==> src/rtl/trap_pkg.sv <==
// rtl/trap_pkg.sv - shared encodings and constants for the interrupt/trap sequencer
package trap_pkg;

   typedef enum logic [2:0] {IDLE, DRAIN, LD_EPC, LD_IDR, BRANCH, ISR} state_t;

   // Source codes double as bit positions in the pending vector.
   typedef enum logic [1:0] {SRC_SOVF = 2'd0, SRC_KBD = 2'd1, SRC_TICK = 2'd2} src_t;

   localparam logic [15:0] VEC_KBD  = 16'h03FF;
   localparam logic [15:0] VEC_TICK = 16'h03FE;
   localparam logic [15:0] VEC_SOVF = 16'h03FD;

   localparam int R_EPC = 30;
   localparam int R_IDR = 28;

   function automatic src_t pick_src(input logic [2:0] pend);
      if (pend[SRC_SOVF])
         return SRC_SOVF;
      else if (pend[SRC_KBD])
         return SRC_KBD;
      else
         return SRC_TICK;
   endfunction

   function automatic logic [15:0] vector_of(input src_t s);
      case (s)
         SRC_KBD:  return VEC_KBD;
         SRC_TICK: return VEC_TICK;
         default:  return VEC_SOVF;
      endcase
   endfunction

endpackage

==> src/rtl/trap_if.sv <==
// rtl/trap_if.sv - request inputs and fetch-control outputs of the trap sequencer
interface trap_if;
   logic        kbd_req;
   logic [7:0]  kbd_data;
   logic        tick_req;
   logic        sovf_req;
   logic [15:0] pc_curr;
   logic        stall;
   logic        reti;
   logic        keyboard_hazard;
   logic        game_tick_hazard;
   logic        stack_overflow_hazard;
   logic        ld_epc;
   logic        ld_idr;
   logic [15:0] EPC;
   logic [7:0]  idr_data;
   logic        branch_to_keyboard_ISR;
   logic        branch_to_gametick_ISR;
   logic        branch_to_stackoverflow_ISR;
   logic        in_isr;
   logic        kbd_overrun;

   modport master (
      output kbd_req, kbd_data, tick_req, sovf_req, pc_curr, stall, reti,
      input  keyboard_hazard, game_tick_hazard, stack_overflow_hazard,
             ld_epc, ld_idr, EPC, idr_data,
             branch_to_keyboard_ISR, branch_to_gametick_ISR, branch_to_stackoverflow_ISR,
             in_isr, kbd_overrun
   );

   modport slave (
      input  kbd_req, kbd_data, tick_req, sovf_req, pc_curr, stall, reti,
      output keyboard_hazard, game_tick_hazard, stack_overflow_hazard,
             ld_epc, ld_idr, EPC, idr_data,
             branch_to_keyboard_ISR, branch_to_gametick_ISR, branch_to_stackoverflow_ISR,
             in_isr, kbd_overrun
   );
endinterface

==> src/rtl/trap_priority_latch.sv <==
// rtl/trap_priority_latch.sv - sticky pending bits, keyboard data latch, overrun flag, priority pick
module trap_priority_latch
   import trap_pkg::*;
(
   input  logic       clk,
   input  logic       rst,
   input  logic       kbd_req,
   input  logic [7:0] kbd_data,
   input  logic       tick_req,
   input  logic       sovf_req,
   input  logic       clr_en,
   input  src_t       clr_src,
   output logic       any_req,
   output src_t       sel_src,
   output logic [7:0] kbd_latch,
   output logic       kbd_overrun
);

   logic [2:0] pend;
   logic [2:0] req_vec;
   logic [2:0] clr_vec;
   logic [2:0] view;

   assign req_vec = {tick_req, kbd_req, sovf_req};
   assign clr_vec = clr_en ? (3'b001 << clr_src) : 3'b000;

   // Same-cycle requests are visible so an idle sequencer accepts without a bubble.
   assign view    = pend | req_vec;
   assign any_req = |view;
   assign sel_src = pick_src(view);

   always_ff @(posedge clk) begin
      if (rst) begin
         pend        <= 3'b000;
         kbd_latch   <= 8'h00;
         kbd_overrun <= 1'b0;
      end else begin
         pend <= (pend & ~clr_vec) | req_vec;
         if (kbd_req) begin
            kbd_latch <= kbd_data;
            if (pend[SRC_KBD])
               kbd_overrun <= 1'b1;
         end
      end
   end

endmodule

==> src/rtl/trap_handler.sv <==
// rtl/trap_handler.sv - drains fetch, injects EPC/keyboard loads and strobes the ISR vector select
module trap_handler
   import trap_pkg::*;
#(
   parameter int DRAIN_CYCLES = 3,
   parameter int CNT_W        = 2
) (
   input logic   clk,
   input logic   rst,
   trap_if.slave bus
);

   state_t           state;
   state_t           nxt;
   src_t             src;
   src_t             nsrc;
   src_t             sel_src;
   logic [CNT_W-1:0] cnt;
   logic             any_req;
   logic [7:0]       kbd_latch;
   logic             active;

   trap_priority_latch u_latch (
      .clk         (clk),
      .rst         (rst),
      .kbd_req     (bus.kbd_req),
      .kbd_data    (bus.kbd_data),
      .tick_req    (bus.tick_req),
      .sovf_req    (bus.sovf_req),
      .clr_en      (state == BRANCH && !bus.stall),
      .clr_src     (src),
      .any_req     (any_req),
      .sel_src     (sel_src),
      .kbd_latch   (kbd_latch),
      .kbd_overrun (bus.kbd_overrun)
   );

   always_comb begin
      nxt = state;
      case (state)
         IDLE:    if (any_req && !bus.stall) nxt = DRAIN;
         DRAIN:   if (!bus.stall && cnt == CNT_W'(1)) nxt = LD_EPC;
         LD_EPC:  if (!bus.stall) nxt = (src == SRC_KBD) ? LD_IDR : BRANCH;
         LD_IDR:  if (!bus.stall) nxt = BRANCH;
         BRANCH:  if (!bus.stall) nxt = ISR;
         ISR:     if (bus.reti) nxt = IDLE;
         default: nxt = IDLE;
      endcase
   end

   assign nsrc   = (state == IDLE) ? sel_src : src;
   assign active = (nxt == DRAIN) || (nxt == LD_EPC) || (nxt == LD_IDR) || (nxt == BRANCH);

   // Outputs are registered from the next state so they line up with the state they describe.
   always_ff @(posedge clk) begin
      if (rst) begin
         state                           <= IDLE;
         src                             <= SRC_SOVF;
         cnt                             <= '0;
         bus.EPC                         <= 16'h0000;
         bus.idr_data                    <= 8'h00;
         bus.keyboard_hazard             <= 1'b0;
         bus.game_tick_hazard            <= 1'b0;
         bus.stack_overflow_hazard       <= 1'b0;
         bus.ld_epc                      <= 1'b0;
         bus.ld_idr                      <= 1'b0;
         bus.branch_to_keyboard_ISR      <= 1'b0;
         bus.branch_to_gametick_ISR      <= 1'b0;
         bus.branch_to_stackoverflow_ISR <= 1'b0;
         bus.in_isr                      <= 1'b0;
      end else begin
         state <= nxt;
         src   <= nsrc;
         if (state == IDLE && nxt == DRAIN) begin
            bus.EPC <= bus.pc_curr;
            cnt     <= CNT_W'(DRAIN_CYCLES);
         end else if (state == DRAIN && !bus.stall) begin
            cnt <= cnt - 1'b1;
         end
         if (state == LD_EPC && nxt == LD_IDR)
            bus.idr_data <= kbd_latch;
         bus.keyboard_hazard             <= active && nsrc == SRC_KBD;
         bus.game_tick_hazard            <= active && nsrc == SRC_TICK;
         bus.stack_overflow_hazard       <= active && nsrc == SRC_SOVF;
         bus.ld_epc                      <= nxt == LD_EPC;
         bus.ld_idr                      <= nxt == LD_IDR;
         bus.branch_to_keyboard_ISR      <= nxt == BRANCH && nsrc == SRC_KBD;
         bus.branch_to_gametick_ISR      <= nxt == BRANCH && nsrc == SRC_TICK;
         bus.branch_to_stackoverflow_ISR <= nxt == BRANCH && nsrc == SRC_SOVF;
         bus.in_isr                      <= nxt == ISR;
      end
   end

endmodule

==> src/flat_wrapper.sv <==
// flat-port wrapper written by rule: the top's interface ports become plain ports
module trap_handler_flat import trap_pkg::*;
#(
   parameter int DRAIN_CYCLES = 3,
   parameter int CNT_W        = 2
)
  (clk, rst, bus_kbd_req, bus_kbd_data, bus_tick_req, bus_sovf_req, bus_pc_curr, bus_stall, bus_reti, bus_keyboard_hazard, bus_game_tick_hazard, bus_stack_overflow_hazard, bus_ld_epc, bus_ld_idr, bus_EPC, bus_idr_data, bus_branch_to_keyboard_ISR, bus_branch_to_gametick_ISR, bus_branch_to_stackoverflow_ISR, bus_in_isr, bus_kbd_overrun);
  trap_if bus_i ();
  input logic clk;
  input logic rst;
  input wire logic [$bits(bus_i.kbd_req)-1:0] bus_kbd_req;
  input wire logic [$bits(bus_i.kbd_data)-1:0] bus_kbd_data;
  input wire logic [$bits(bus_i.tick_req)-1:0] bus_tick_req;
  input wire logic [$bits(bus_i.sovf_req)-1:0] bus_sovf_req;
  input wire logic [$bits(bus_i.pc_curr)-1:0] bus_pc_curr;
  input wire logic [$bits(bus_i.stall)-1:0] bus_stall;
  input wire logic [$bits(bus_i.reti)-1:0] bus_reti;
  output wire logic [$bits(bus_i.keyboard_hazard)-1:0] bus_keyboard_hazard;
  output wire logic [$bits(bus_i.game_tick_hazard)-1:0] bus_game_tick_hazard;
  output wire logic [$bits(bus_i.stack_overflow_hazard)-1:0] bus_stack_overflow_hazard;
  output wire logic [$bits(bus_i.ld_epc)-1:0] bus_ld_epc;
  output wire logic [$bits(bus_i.ld_idr)-1:0] bus_ld_idr;
  output wire logic [$bits(bus_i.EPC)-1:0] bus_EPC;
  output wire logic [$bits(bus_i.idr_data)-1:0] bus_idr_data;
  output wire logic [$bits(bus_i.branch_to_keyboard_ISR)-1:0] bus_branch_to_keyboard_ISR;
  output wire logic [$bits(bus_i.branch_to_gametick_ISR)-1:0] bus_branch_to_gametick_ISR;
  output wire logic [$bits(bus_i.branch_to_stackoverflow_ISR)-1:0] bus_branch_to_stackoverflow_ISR;
  output wire logic [$bits(bus_i.in_isr)-1:0] bus_in_isr;
  output wire logic [$bits(bus_i.kbd_overrun)-1:0] bus_kbd_overrun;
  assign bus_i.kbd_req = bus_kbd_req;
  assign bus_i.kbd_data = bus_kbd_data;
  assign bus_i.tick_req = bus_tick_req;
  assign bus_i.sovf_req = bus_sovf_req;
  assign bus_i.pc_curr = bus_pc_curr;
  assign bus_i.stall = bus_stall;
  assign bus_i.reti = bus_reti;
  assign bus_keyboard_hazard = bus_i.keyboard_hazard;
  assign bus_game_tick_hazard = bus_i.game_tick_hazard;
  assign bus_stack_overflow_hazard = bus_i.stack_overflow_hazard;
  assign bus_ld_epc = bus_i.ld_epc;
  assign bus_ld_idr = bus_i.ld_idr;
  assign bus_EPC = bus_i.EPC;
  assign bus_idr_data = bus_i.idr_data;
  assign bus_branch_to_keyboard_ISR = bus_i.branch_to_keyboard_ISR;
  assign bus_branch_to_gametick_ISR = bus_i.branch_to_gametick_ISR;
  assign bus_branch_to_stackoverflow_ISR = bus_i.branch_to_stackoverflow_ISR;
  assign bus_in_isr = bus_i.in_isr;
  assign bus_kbd_overrun = bus_i.kbd_overrun;
  trap_handler #(.DRAIN_CYCLES(DRAIN_CYCLES), .CNT_W(CNT_W)) u_core (.clk(clk), .rst(rst), .bus(bus_i));
endmodule
==> config.mk <==
export PLATFORM = sky130hd
export DESIGN_NAME = trap_handler_flat
export DESIGN_NICKNAME = d
export VERILOG_FILES = /design/src/rtl/trap_pkg.sv /design/src/rtl/trap_if.sv /design/src/rtl/trap_priority_latch.sv /design/src/rtl/trap_handler.sv /design/src/flat_wrapper.sv
export SDC_FILE = /design/constraint.sdc
export NUM_CORES = 1
export LEC_CHECK = 0
export ABC_AREA = 0
export BUFFER_PORTS_ARGS = -buffer_cell sky130_fd_sc_hd__buf_2
export CORE_MARGIN = 1.5
export CORE_UTILIZATION = 54
export DETAILED_ROUTE_END_ITERATION = 10
export GPL_TIMING_DRIVEN = 0
export PLACE_DENSITY_LB_ADDON = 0.08
export SLEW_MARGIN = 20
export SYNTH_ARGS = -nofsm -noshare
export SYNTH_HDL_FRONTEND = slang
export SYNTH_HIERARCHICAL = 1
export SYNTH_SLANG_ARGS = --single-unit
==> constraint.sdc <==
create_clock -name clk -period 2.9 [get_ports clk]
set_input_delay 0.29 -clock clk [delete_from_list [all_inputs] [get_ports clk]]
set_output_delay 0.29 -clock clk [all_outputs]
set_load 0.005 [all_outputs]
==> reports/metrics.cfg, run 1 <==
[place]
io_buffer_count=64
gp_congestion=0.766
post_dp_cell_area_um2=2480
pre_cts_ws_ns=0.874
hpwl_um=3010

[cells_and_area]
seqCellArea_um2=1040
final_area_um2=2560
multi_input_area_um2=975
syn2layout_area_growth_pct=22.2
final_nets=326
final_common_cell=buf_2
fillers=321
layout-drive-gt1-share_pct=29.2
antenna_cells=0
final_cell_mix=67 x buf_2, 52 x dfxtp_1, 35 x nand2_1

[clock_network]
cts_resized=0
ctsRootBufferMaster=clkbuf_8
cts.sinks=52
tritoncts=done
postCtsSetupBuffers=0
clk_latency_ns=0.31
clk_pin_slew_ns=0.09
cts_buffer_depth=2
cts_buffers=5
ctsHoldBuffers=0
h-tree-depth=2

[sta]
fin_crit_ns=1.90
skew_ns=0.00480
setup_viol=0
report.final.slew_viol_count=0
worst_pin_slew_ns=0.447
fmax_mhz=526
fin_setup_tns_ns=0
fin_crit_sh_pct=65.6
hold_violations=0
slew-limit-headroom_pct=69.8
setup_ws_ns=0.997
rsz0062_at_grt=no

[floorplanning]
initial_core_util_pct=56.9
rows=22
coreArea_um2=3690
pin_count=65
dieArea_um2=4270
fp.dieH_um=65.3
die_w_um=65.3

[worst_setup_path]
critPathLaunch=u_core/u_latch/pend[1]
crit_chain=nor4_2 -> nand2_1 -> nand3b_2 -> clkbuf_1 -> nand2_1 -> a21oi_1
path_max_fanout=10
end_kind=flop
cp.arrival_ns=2.15
slowest_stage=nor4_2
worstSetupPathType=flop to flop
critical-path-max-stage-delay_ns=0.43
start_kind=flop
crit_top_cell=nand2_1
reg2reg_from=u_core/u_latch/pend[1]
reg2reg_depth=6
required_ns=3.14

[run_status]
outcome=finished clean

[grt]
grt_pass1_wl_um=6990
grt_util_met3_pct=5.31
overflow=0
antenna_found_initial=0
busiest_layer=met2
grt_max_degree=16
grt_usage_pct=20.9
grt_pass1_vias=1713
use_met2_pct=35.7
use_met1_pct=23.9

[yosys]
syn_area_per_cell_um2=9.41
synth_edf_count=0
synth_fp_nets=255
ys.flop_type=dfxtp_1
async_flop_share_pct=0
syn_area_um2=2100
synth_cell_types=40
ys_seq_elements=52
synth-seq-area-share_pct=49.6
ys_warn_count=6
postSynthCellCount=223

[power_and_ir_drop]
vdd_drop_max_uv=357
leakage_nw=1.18
powerDensity_nw_per_um2=544
p_total_mw=1.40

[route]
route.detailed.drc=0
vias_per_cell=5.08
wire_per_inst_um=12.2
drtIter0Drc=93
drt_first_pass_iters=4
wirelength_um=4180
final_antenna_net_count=0
vias=1743

[hold_path]
hold_class=input pin to flop
min_from=rst
holdPathStages=2

[run]
max_cap_violations=0

==> through the flow <==
stage                     instances  utilization [%]  hold slack, ns
after floorplan                 223                -           0.360
after global placement          335             67.2           0.440
after detailed placement        335             67.2           0.443
after CTS                       343             69.5           0.189
after global routing            343             69.5           0.190
final                           343             69.5           0.192
==> cells by family (layout without fill, tap and decap cells) <==
family | after synthesis | count (layout) | share of synthesized area, %
AO/OA/AOI/OAI | 30 | 30 | 8.41
multiplexers | 26 | 26 | 12.5
XOR/XNOR | 1 | 1 | 0.417
AND/OR/NAND/NOR | 98 | 98 | 24.6
buffers and inverters | 15 | 87 | 3.94
flip-flops | 52 | 52 | 49.6
adder cells (fa/ha/maj) | 1 | 1 | 0.596
==> area by class of cell <==
| class | instances | share of cell area, % |
|---|---|---|
| flip-flops and latches | 52 | 40.6 |
| clock buffers | 7 | 2.98 |
| repair buffers | 64 | 12.5 |
| clock inverters | 1 | 0.342 |
| plain buffers | 13 | 2.93 |
| inverters | 2 | 0.293 |
| multi-input cells | 156 | 38.0 |
| well taps | 48 | 2.34 |
==> synth_stat cells, types with 2 or more instances <==
library cell | number | area (µm²)
nand2_1 | 35 | 131
buf_4 | 2 | 15.0
nor4b_1 | 2 | 17.5
nor3_1 | 4 | 20.0
nor2b_1 | 4 | 25.0
or3_1 | 6 | 37.5
a21o_1 | 3 | 22.5
buf_2 | 3 | 15.0
nor2_1 | 27 | 101
mux2i_1 | 25 | 250
dfxtp_1 | 52 | 1040
nor3b_1 | 3 | 22.5
buf_6 | 2 | 22.5
a21oi_1 | 22 | 110
nand2b_1 | 3 | 18.8
inv_1 | 2 | 7.51
clkbuf_1 | 5 | 18.8
==> registers in the layout, indices dropped and copies added (netlist names), 2 cells and up <==
signal	cells
u_core/bus.EPC	16
u_core/bus.idr_data	8
u_core/u_latch/kbd_latch	8
u_core/state	3
u_core/u_latch/pend	3
u_core/cnt	2
u_core/src	2
==> worst max-delay path: cells and delay by family, from the launching register on <==
kind / cells / cell delay, ns
simple gates: 4 / 0.98
buf+inv: 1 / 0.36
flops: 1 / 0.34
compound gates: 1 / 0.14
==> routing by layer <==
| metal | vias to the layer above | wire length [µm] |
|---|---|---|
| li1 | 900 | - |
| met1 | 791 | 1860 |
| met2 | 45 | 2000 |
| met3 | 7 | 260 |
| met4 | 0 | 59 |
| met5 | - | 0 |
==> worst paths after layout <==
| check | slack [ns] | endpoint |
|---|---|---|
| hold / removal | 0.19 | u_core/u_latch/pend[1] |
| setup / recovery | 1.0 | u_core/bus.EPC[10] |
| hold reg to reg | 0.45 | u_core/bus.EPC[15] |
| setup reg to reg | 1.0 | u_core/bus.EPC[10] |
==> power breakdown <==
group | switching [mW] | total (mW) | internal, mW
Clock | 0.229 | 0.401 | 0.173
Sequential | 0.0202 | 0.774 | 0.754
Combinational | 0.118 | 0.220 | 0.102
Power figures use the tool's default switching activity.
==> run 2, diff against run 1 <==
- CORE_UTILIZATION: 54 -> 45
- clock period: 2.9 -> 1.65 ns (I/O delays scaled with it)
==> run 2 against run 1 <==
Against the previous run:
- the flow now finishes with violations (negative setup slack)
- flip-flop and latch count unchanged
- die area grew 19%
- routed wire length grew 6.0%
- global-route usage down 3.5 points
- fmax grew 15%
- cell count is 4.4% higher
- critical path depth stayed put
- combinational power rose by 120%
- via count is 1.9% higher
- core utilization decreased by 5.9 points
==> reports/metrics.cfg, run 2 (synthesis results as in run 1) <==
[run_status]
outcome=finished, violations left  ; was finished clean
violations=negative setup slack

[route]
drt_first_pass_iters=4  ; unchanged
wire_per_inst_um=12.4  ; was 12.2 µm
vias=1776  ; was 1743
wirelength_um=4430  ; was 4180 µm
final_antenna_net_count=0  ; unchanged
drtIter0Drc=81  ; was 93
route.detailed.drc=0  ; unchanged
vias_per_cell=4.96  ; was 5.08

[clock_network]
tritoncts=done  ; unchanged
cts_buffers=5  ; unchanged
ctsHoldBuffers=0  ; unchanged
h-tree-depth=2  ; unchanged
cts.sinks=52  ; unchanged
clk_latency_ns=0.29  ; was 0.31 ns
ctsRootBufferMaster=clkbuf_8  ; unchanged
clk_pin_slew_ns=0.09  ; about the same
cts_buffer_depth=2  ; unchanged

[hold_path]
holdPathStages=2  ; unchanged
worstHoldEndpoint=u_core/u_latch/pend[1]  ; unchanged
hold_class=input pin to flop  ; unchanged
min_from=rst  ; unchanged

[floorplanning]
initial_core_util_pct=47.5  ; was 56.9%
die_w_um=71.3  ; was 65.3 µm
pin_count=65  ; unchanged
fp.dieH_um=71.3  ; was 65.3 µm
coreArea_um2=4410  ; was 3690 µm²
rows=24  ; was 22
dieArea_um2=5080  ; was 4270 µm²

[worst_setup_path]
r2r-end=u_core/bus.ld_epc  ; was u_core/bus.EPC[10]
worstSetupPathType=flop to flop  ; unchanged
r2r_slack_ns=-0.001  ; was 1.0 ns
reg2reg_depth=6  ; unchanged
start_kind=flop  ; unchanged
path_max_fanout=3  ; was 10
end_kind=flop  ; unchanged
reg2reg_from=u_core/cnt[1]  ; was u_core/u_latch/pend[1]
cp.arrival_ns=1.88  ; was 2.15 ns
required_ns=1.88  ; was 3.14 ns

[cells_and_area]
layout-drive-gt1-share_pct=39.2  ; was 29.2%
final_nets=337  ; was 326
final_cell_mix=66 x buf_2, 46 x dfxtp_1, 31 x nand2_1  ; was 67 x buf_2, 52 x dfxtp_1, 35 x nand2_1
multi_input_area_um2=1070  ; was 975 µm²
instances_no_fill=358  ; was 343
final_common_cell=buf_2  ; unchanged
reg_top3=u_core/bus.EPC x16, u_core/bus.idr_data x8, u_core/u_latch/kbd_latch x8  ; unchanged
largest_reg_flops=16  ; unchanged
seqCellArea_um2=1050  ; was 1040 µm²
fillers=409  ; was 321
largest_register=u_core/bus.EPC  ; unchanged
syn2layout_area_growth_pct=33.8  ; was 22.2%
antenna_cells=0  ; unchanged

[sta]
fin_crit_sh_pct=100  ; was 65.6%
setup_ws_ns=-0.00116  ; was 0.997 ns
fin_crit_ns=1.65  ; was 1.90 ns
skew_ns=0.00330  ; was 0.00480 ns
report.final.slew_viol_count=0  ; unchanged
setup_viol=1  ; was 0
fin_setup_tns_ns=-0.00116  ; was 0 ns
slew-limit-headroom_pct=67.0  ; was 69.8%
holdWs_ns=0.0646  ; was 0.192 ns
rsz0062_at_grt=yes  ; was no
fmax_mhz=606  ; was 526 MHz
worst_pin_slew_ns=0.495  ; was 0.447 ns
hold_violations=0  ; unchanged

[place]
io_buffer_count=64  ; unchanged
dp_cells=339  ; was 335
gp_congestion=0.794  ; was 0.766
hpwl_um=2860  ; was 3010 µm

[power_and_ir_drop]
powerDensity_nw_per_um2=967  ; was 544 nW/µm²
leakage_nw=1.27  ; was 1.18 nW
vdd_drop_max_uv=576  ; was 357 µV

[grt]
antenna_found_initial=0  ; unchanged
grt_pass1_wl_um=7180  ; was 6990 µm
grt_usage_pct=17.4  ; was 20.9%
grt_pass1_vias=1658  ; was 1713
grt_max_degree=16  ; unchanged
overflow=0  ; unchanged

[run]
max_cap_violations=0  ; unchanged

[run 2: area by class of cell]
class                   instances  area share (%)
plain buffers                  11            2.72
well taps                      52            2.32
clock buffers                   6            2.59
inverters                       2           0.267
flip-flops and latches         52            37.4
clock inverters                 2            1.25
multi-input cells             156            38.0
repair buffers                 77            15.4
[run 2: worst max-delay path, stage by stage, from the launching register on]
cell,delay [ns]
dfxtp_2,0.33
inv_2,0.06
ha_4,0.11
or3b_2,0.45
a21o_1,0.24
a21o_1,0.22
nor3b_2,0.18
[run 2: routing by layer]
metal	part of all wire, %	track usage, %
met1	46	22.5
met2	49	28.3
met3	4.2	5.20
met4	0.59	5.03
met5	0	0
[run 2: repair_timing]
item | CTS | global route
gates cloned | 0 | 2
buffers inserted | 3 | 8
hold endpoints to repair | 0 | 0
endpoints found under the setup margin | 26 | 23
resized for setup | 9 | 25
pin swaps | 2 | 6
[run 2: worst max path at each step]
| stage | cells after the start | endpoint | startpoint | slack [ns] |
|---|---|---|---|---|
| 2_1_floorplan | 6 | u_core/bus.EPC[10] | u_core/u_latch/pend[1] | 0.08 |
| 3_3_place_gp | 6 | u_core/bus.EPC[10] | u_core/u_latch/pend[1] | -0.28 |
| 3_5_place_dp | 6 | u_core/bus.EPC[8] | u_core/u_latch/pend[1] | -0.30 |
| 4_1_cts | 6 | u_core/bus.idr_data[4] | u_core/state[0] | 0.002 |
| 5_1_grt | 6 | u_core/bus.ld_epc | u_core/cnt[1] | -0.07 |
| 6_report | 6 | u_core/bus.ld_epc | u_core/cnt[1] | -0.001 |
[run 2: report_power, final]
| part | internal, mW | leakage [nW] | switching [mW] |
|---|---|---|---|
| Clock | 0.451 | 0.0552 | 0.401 |
| Sequential | 1.33 | 0.427 | 0.0505 |
| Combinational | 0.254 | 0.787 | 0.231 |
| Total | 2.03 | 1.27 | 0.683 |
[run 2: stage by stage]
step                worst slack [ns]  cell area [µm²]  util, %  power (mW)
finish                      -0.00116             2810     63.6        2.72
global route                 -0.0656             2810     63.6        2.83
CTS                          0.00185             2660     60.3        2.65
detailed placement            -0.301             2480     56.3        1.78
global placement              -0.279             2480     56.3        1.77
floorplan                     0.0788             2100        -        1.65
